File: src/rtl/uart_tx_mmio.sv
`default_nettype none
// +----------------------------------------------------------------------+
// | uart_tx_mmio: MMIO byte sink with a TX FIFO and an 8N1 serializer.   |
// | Revision: 1.0                                                        |
// +----------------------------------------------------------------------+
module uart_tx_mmio #(
  parameter int CLKS_PER_BIT = 16,
  parameter int FIFO_DEPTH   = 8
) (
  input  logic        clk,
  input  logic        reset,
  input  logic        ip_wr,
  input  logic [7:0]  ip_wr_data,
  input  logic        ip_rd,
  output logic [31:0] op_status,
  output logic        op_tx
);

  localparam int c_PTR_W  = $clog2(FIFO_DEPTH);
  localparam int c_CNT_W  = c_PTR_W + 1;
  localparam int c_BAUD_W = (CLKS_PER_BIT > 1) ? $clog2(CLKS_PER_BIT) : 1;

  localparam logic [c_CNT_W-1:0]  c_FULL      = c_CNT_W'(FIFO_DEPTH);
  localparam logic [c_BAUD_W-1:0] c_BAUD_LAST = c_BAUD_W'(CLKS_PER_BIT - 1);

  localparam logic [1:0] c_IDLE  = 2'd0;
  localparam logic [1:0] c_START = 2'd1;
  localparam logic [1:0] c_DATA  = 2'd2;
  localparam logic [1:0] c_STOP  = 2'd3;

  logic [7:0]          r_mem [FIFO_DEPTH];
  logic [c_PTR_W-1:0]  r_wr_ptr;
  logic [c_PTR_W-1:0]  r_rd_ptr;
  logic [c_CNT_W-1:0]  r_count;
  logic                r_overflow;

  logic [1:0]          r_state;
  logic [c_BAUD_W-1:0] r_baud;
  logic [2:0]          r_bit_idx;
  logic [7:0]          r_shift;
  logic                r_tx;

  logic w_baud_done;
  logic w_pop;
  logic w_push;
  logic w_tx_ready;
  logic w_tx_idle;

  assign w_baud_done = (r_baud == c_BAUD_LAST);
  // A pop happens when the serializer is ready to start a frame: from idle, or at the
  // final stop-bit cycle so the next start bit follows with no gap.
  assign w_pop  = (r_count != '0) &&
                  ((r_state == c_IDLE) || ((r_state == c_STOP) && w_baud_done));
  assign w_push = ip_wr && ((r_count != c_FULL) || w_pop);

  assign w_tx_ready = (r_count != c_FULL);
  assign w_tx_idle  = (r_state == c_IDLE) && (r_count == '0);
  assign op_status  = {29'b0, r_overflow, w_tx_idle, w_tx_ready};
  assign op_tx      = r_tx;

  always_ff @(posedge clk) begin
    if (w_push) begin
      r_mem[r_wr_ptr] <= ip_wr_data;
    end
  end

  always_ff @(posedge clk or posedge reset) begin
    if (reset) begin
      r_wr_ptr   <= '0;
      r_rd_ptr   <= '0;
      r_count    <= '0;
      r_overflow <= 1'b0;
    end else begin
      if (w_push) begin
        r_wr_ptr <= r_wr_ptr + c_PTR_W'(1);
      end
      if (w_pop) begin
        r_rd_ptr <= r_rd_ptr + c_PTR_W'(1);
      end
      case ({w_push, w_pop})
        2'b10:   r_count <= r_count + c_CNT_W'(1);
        2'b01:   r_count <= r_count - c_CNT_W'(1);
        default: r_count <= r_count;
      endcase
      // A dropped write outranks a same-cycle status read.
      if (ip_wr && !w_push) begin
        r_overflow <= 1'b1;
      end else if (ip_rd) begin
        r_overflow <= 1'b0;
      end
    end
  end

  always_ff @(posedge clk or posedge reset) begin
    if (reset) begin
      r_state   <= c_IDLE;
      r_baud    <= '0;
      r_bit_idx <= '0;
      r_shift   <= '0;
      r_tx      <= 1'b1;
    end else begin
      case (r_state)
        c_IDLE: begin
          r_tx <= 1'b1;
          if (w_pop) begin
            r_shift <= r_mem[r_rd_ptr];
            r_tx    <= 1'b0;
            r_baud  <= '0;
            r_state <= c_START;
          end
        end
        c_START: begin
          if (w_baud_done) begin
            r_baud    <= '0;
            r_tx      <= r_shift[0];
            r_bit_idx <= '0;
            r_state   <= c_DATA;
          end else begin
            r_baud <= r_baud + c_BAUD_W'(1);
          end
        end
        c_DATA: begin
          if (w_baud_done) begin
            r_baud <= '0;
            if (r_bit_idx == 3'd7) begin
              r_tx    <= 1'b1;
              r_state <= c_STOP;
            end else begin
              r_shift   <= {1'b0, r_shift[7:1]};
              r_tx      <= r_shift[1];
              r_bit_idx <= r_bit_idx + 3'd1;
            end
          end else begin
            r_baud <= r_baud + c_BAUD_W'(1);
          end
        end
        c_STOP: begin
          if (w_baud_done) begin
            r_baud <= '0;
            if (w_pop) begin
              r_shift <= r_mem[r_rd_ptr];
              r_tx    <= 1'b0;
              r_state <= c_START;
            end else begin
              r_state <= c_IDLE;
            end
          end else begin
            r_baud <= r_baud + c_BAUD_W'(1);
          end
        end
        default: r_state <= c_IDLE;
      endcase
    end
  end

endmodule
`default_nettype wire
File: config.mk
export PLATFORM = sky130hd
export DESIGN_NAME = uart_tx_mmio
export DESIGN_NICKNAME = d
export VERILOG_FILES = /design/src/rtl/uart_tx_mmio.sv
export SDC_FILE = /design/constraint.sdc
export NUM_CORES = 1
export LEC_CHECK = 0
export CAP_MARGIN = 40
export CORE_MARGIN = 3
export CORE_UTILIZATION = 25
export DETAILED_ROUTE_END_ITERATION = 10
export HOLD_SLACK_MARGIN = 0.05
export PLACE_DENSITY = 0.38
export SLEW_MARGIN = 20
export SYNTH_ARGS = -nofsm -noshare
export SYNTH_HDL_FRONTEND = slang
export SYNTH_SLANG_ARGS = --single-unit
File: constraint.sdc
create_clock -name clk -period 4.6 [get_ports clk]
set_clock_uncertainty 0.2 [all_clocks]
set_input_delay 0.92 -clock clk [delete_from_list [all_inputs] [get_ports clk]]
set_output_delay 0.92 -clock clk [all_outputs]
set_load 0.03 [all_outputs]
# Word level (Yosys, flattened, before mapping)
# Memories as Yosys holds them, arrays and structs flattened.
# Index checks and enable logic that the tools add are counted.
[totals] regBits=29 mem_bits_rw=64 n_memories=1 in_bits=12 elab_cells=82
[op_classes] n_addsub=6 muxes=31 eq_ne=15 reduce_logical=20
[memory_table] name="r_mem" words=8 width=8 rd=1 rd_ports_with_merged_regs=0 write_ports=1 line_no="31" source="logic [7:0] r_mem [FIFO_DEPTH];"
[op_table] operator="8-bit 2-to-1 mux" count=4
[op_table] operator="8-bit one-hot mux with 3 select lines" count=1
[op_table] operator="4-bit one-hot mux with 2 select lines" count=2
[op_table] operator="2-bit != test, second input constant" count=7
[op_table] operator="4-bit AND reduction" count=3
[op_table] operator="1-bit 2-to-1 mux" count=11
[op_table] operator="2-bit 2-to-1 mux" count=5
[op_table] operator="3-bit by 1-bit adder with 3-bit output, second input constant" count=3
[op_table] operator="3-bit 2-to-1 mux" count=3
[op_table] operator="4-bit by 1-bit adder with 4-bit output, second input constant" count=2
[op_table] operator="4-bit 2-to-1 mux" count=2
[op_table] operator="2-bit one-hot mux with 4 select lines" count=1
[op_table] operator="2-bit == test, second input constant" count=3
[op_table] operator="3-bit one-hot mux with 2 select lines" count=1
[op_table] operator="2-bit nonzero test" count=3
[op_table] operator="1-bit logical AND" count=5
[op_table] operator="5-bit AND reduction" count=1
[op_table] operator="2-bit by 1-bit == test with 1-bit output, second input constant" count=2
[op_table] operator="4-bit == test, second input constant" count=1
[op_table] operator="4-bit logical NOT" count=1
[op_table] operator="4-bit != test, second input constant" count=1
[op_table] operator="1-bit one-hot mux with 4 select lines" count=1
[op_table] operator="4-bit nonzero test" count=1
[op_table] operator="4-bit by 1-bit subtractor with 4-bit output, second input constant" count=1
[op_table] operator="other kinds (6)" count=7

# Depth between registers and ports, before layout
[depth] word_depth=9 depth_mapped=12 ltp_nobuf=12

# Least setup slack after synthesis
# Ideal clock, no wire load.
[synth_path] path_kind="input -> register" startpoint="input ip_wr" endpoint="memory r_mem[0][0] (enable)" t_required_ps=4005 arrival_time_ps=2283 path_slack_ps=1722 path_stages=4 cell_sequence="inv_1 a31oi_1 inv_1 nor4_1"
[synth_via] elab_chain_cells=3
[synth_lines] element="from (decl)" line_no="12" source="input logic ip_wr,"
[synth_lines] element="1-bit logical AND" line_no="54" source="assign w_push = ip_wr && ((r_count != c_FULL) || w_pop);"
[synth_lines] element="1-bit 2-to-1 mux" line_no="62" source="if (w_push) begin"
[synth_lines] element="1-bit 2-to-1 mux (implied by the code)" line_no="63" source="r_mem[r_wr_ptr] <= ip_wr_data;"
[synth_lines] element="to (decl)" line_no="31"
# No other way between the ends.

# Worst setup path in the final report
[layout_path] startpoint="register r_count[1]" endpoint="output op_status[1]"
[layout_via] elab_chain_cells=2
[layout_lines] element="from (decl)" line_no="34" source="logic [c_CNT_W-1:0] r_count;"
[layout_lines] element="from (signal assigned)" line_no="81" source="2'b10: r_count <= r_count + c_CNT_W'(1);"
[layout_lines] element="from (signal assigned)" line_no="82" source="2'b01: r_count <= r_count - c_CNT_W'(1);"
[layout_lines] element="from (signal assigned)" line_no="83" source="default: r_count <= r_count;"
[layout_lines] element="4-bit logical NOT" line_no="57" source="assign w_tx_idle = (r_state == c_IDLE) && (r_count == '0);"
[layout_lines] element="1-bit logical AND" line_no="57"
[layout_lines] element="to (decl)" line_no="15" source="output logic [31:0] op_status,"
# No other way between the ends.

==> impl_metrics.csv <==
group,metric,value,unit
outcome,status,"complete, no violations",
power_and_ir_drop,power_density,624,mW/mm2
yosys,synth_edf_count,64,
clocking,clock_path_buffers,2,
timing,fin_crit,3470,ps
yosys,syn_area_per_cell,13.5,um2
yosys,ys_ff_latch,93,
worst_setup_path,critPathMaxFanout,12,
die,fp.dieH,139,um
clocking,cts-resized-gates,0,
timing,rsz0062_at_grt,"no",
drt,vias,2513,
grt,grt_start_max_net_pins,30,
clocking,cts_root_buf,"clkbuf_16",
worst_setup_path,worstSetupPathType,"reg -> out",
grt,grt_overflow,0,
clocking,post_cts.repair.setup_buffers,0,
clocking,clk_pin_slew,70,ps
yosys,synth-main-ff-cell,"edfxtp_1",
die,initial_core_util,26.1,%
final_layout,final_cells,569,
worst_setup_path,arrival,2350,ps
job,maxCapViolations,0,
yosys,ys_types,48,
clocking,cts_hold_buffers,0,
grt,antenna_found_initial,0,
clocking,clkSinkCount,93,
grt,grt_pass1_wl,14600,um
drt,first_pass_iters,4,
worst_setup_path,required,3480,ps
die,die_area,0.0192,mm2
drt,drcViolationCount,0,
final_layout,num_antenna_cells,0,
yosys,yosys_warnings,0,
final_layout,fin_nets,370,
place,post-place-cells,552,
place,place_congestion,0.679,
drt,wl_per_cell,15.7,um
power_and_ir_drop,fin_total_pwr,3130,uW
timing,hold_viol_final,0,
grt,grt_pass1_vias,2531,
clocking,htreeDepth,3,
drt,first_iter_violations,138,
worst_setup_path,start_kind,"flip-flop",
worst_setup_path,r2r_setup_slack,1400,ps
yosys,synth_area,0.00440,mm2
yosys,synth_cells,325,
final_layout,area_growth_syn_to_layout,13.9,%
place,post-dp-hpwl,6160,um
clocking,clk_latency,340,ps
timing,relSlewSlack,45.8,%
timing,max_freq,288,MHz
die,core,0.0169,mm2
place,io_buffers,15,
final_layout,fin_util,29.7,%
die,num_rows,47,
power_and_ir_drop,power_leakage,0.00186,uW
timing,tns,0,ps
timing,tightest_slew,810,ps
worst_hold_path,hp-class,"reg -> reg",
die,io_pins,45,
die,die_x,139,um
clocking,cts_tree,"yes",
clocking,cts_inserted_buffers,9,
timing,slew_viol_final,0,
timing,fin_crit_sh,75.4,%
timing,setup_violations,0,
drt,ant_nets,0,
grt,grt_usage,9.83,%
yosys,seq_area_frac_synth,60.2,%
power_and_ir_drop,peakVddDrop,0.206,mV
drt,routed_wl,8940,um
final_layout,drive_above_1_share,14.9,%
yosys,ys_async_sr_fraction,31.2,%
worst_setup_path,end_kind,"output port",
drt,via_per_inst,4.42,
==> logic make-up after synthesis <==
| group | Yosys count | synth area share, % |
|---|---|---|
| AOI/OAI and AO/OA | 64 | 11.3 |
| and+or+nand+nor | 68 | 8.59 |
| DFF | 93 | 60.2 |
| adders and majority gates | 14 | 3.98 |
| xor gates and xnor gates | 9 | 1.79 |
| other | 1 | 0.0853 |
| buffers and inverters | 53 | 7.40 |
| muxes | 23 | 6.57 |
==> critical path, stage by stage, from the launching register on <==
cell	delay [ps]
dfrtp_1	490
nor3_1	400
and3b_2	390
clkdlybuf4s50_1	720
==> registers in the layout (all words and copies together), names as in the netlist, 2 cells and up <==
register,count
r_baud,4
r_bit_idx,3
r_count,4
r_mem,64
r_rd_ptr,3
r_shift,8
r_state,2
r_wr_ptr,3
==> cell usage after synthesis, types with 2 or more instances <==
| cell | number | area [um2] |
|---|---|---|
| ha_1 | 14 | 175 |
| nor3_1 | 6 | 30.0 |
| mux4_2 | 3 | 67.6 |
| mux2i_1 | 3 | 30.0 |
| buf_2 | 5 | 25.0 |
| clkbuf_1 | 7 | 26.3 |
| a21o_1 | 2 | 15.0 |
| buf_4 | 32 | 240 |
| nand2b_1 | 6 | 37.5 |
| a32oi_1 | 2 | 17.5 |
| a211oi_1 | 8 | 60.1 |
| nor2b_1 | 14 | 87.6 |
| nor2_1 | 12 | 45.0 |
| xnor2_1 | 3 | 26.3 |
| a22o_1 | 12 | 105 |
| a21oi_1 | 3 | 15.0 |
| edfxtp_1 | 64 | 1920 |
| nand2_1 | 14 | 52.6 |
| nand3_1 | 4 | 20.0 |
| o21ai_0 | 8 | 40.0 |
| dfrtp_1 | 28 | 701 |
| nor4_1 | 2 | 12.5 |
| mux2_2 | 17 | 191 |
| o22ai_1 | 8 | 50.1 |
| xor2_1 | 6 | 52.6 |
| inv_1 | 8 | 30.0 |
| a2111oi_0 | 7 | 61.3 |
| o41ai_1 | 7 | 61.3 |
==> power breakdown <==
group / internal, uW / switching [uW]
clock network: 370 / 320
logic: 515 / 608
registers: 1100 / 208
==> cell usage in the layout (no fill, tap or decap), types with 3 or more instances in the layout <==
master and count:
xnor2_1 3, clkbuf_16 9, o41ai_1 7, ha_1 14
nor2b_1 14, a22o_1 12, nor2_1 12, nand2b_1 6
xor2_1 6, nor3_1 6, mux2_2 17, mux4_2 3
conb_1 29, o22ai_1 8, a21oi_1 3, nand3_1 4
a211oi_1 8, o21ai_0 8, a2111oi_0 7, clkdlybuf4s50_1 15
edfxtp_1 64, mux2i_1 3, inv_1 8, nand2_1 14
dfrtp_1 28, buf_4 9
==> area by class of cell <==
| class | instances | area [um2] |
|---|---|---|
| clock buffers | 10 | 229 |
| repair buffers | 25 | 245 |
| flip-flops and latches | 93 | 2650 |
| inverters | 8 | 30.0 |
| well taps | 220 | 275 |
| multi-input cells | 207 | 1530 |
| fillers | 1684 | 11900 |
| clock inverters | 6 | 46.3 |
==> stage by stage <==
stage	hold slack, ps	worst slack, ps	area, um2
3_3_place_gp	299	1020	4700
6_report	304	1130	5010
5_1_grt	338	971	5010
2_1_floorplan	273	1720	4500
3_5_place_dp	292	961	4730
4_1_cts	312	1100	5000
==> metal layers <==
layer | track usage, % | part of all wire [%] | vias up
met2 | 14.8 | 45 | 59
met1 | 13.6 | 49 | 1229
met3 | 2.90 | 4.8 | 13
met5 | 0 | 0 | -
li1 | - | - | 1212
met4 | 3.35 | 1.6 | 0
==> worst paths after layout <==
check,startpoint,to,depth (start not counted)
min reg2reg,r_shift[3],r_shift[3],1
min in group asynchronous,reset,r_wr_ptr[0],3
max reg2reg,r_state[0],r_count[2],11
max in group asynchronous,reset,op_tx,3
max,r_count[1],op_status[1],3
min,r_shift[3],r_shift[3],1
(Power assumes the default switching activity.)
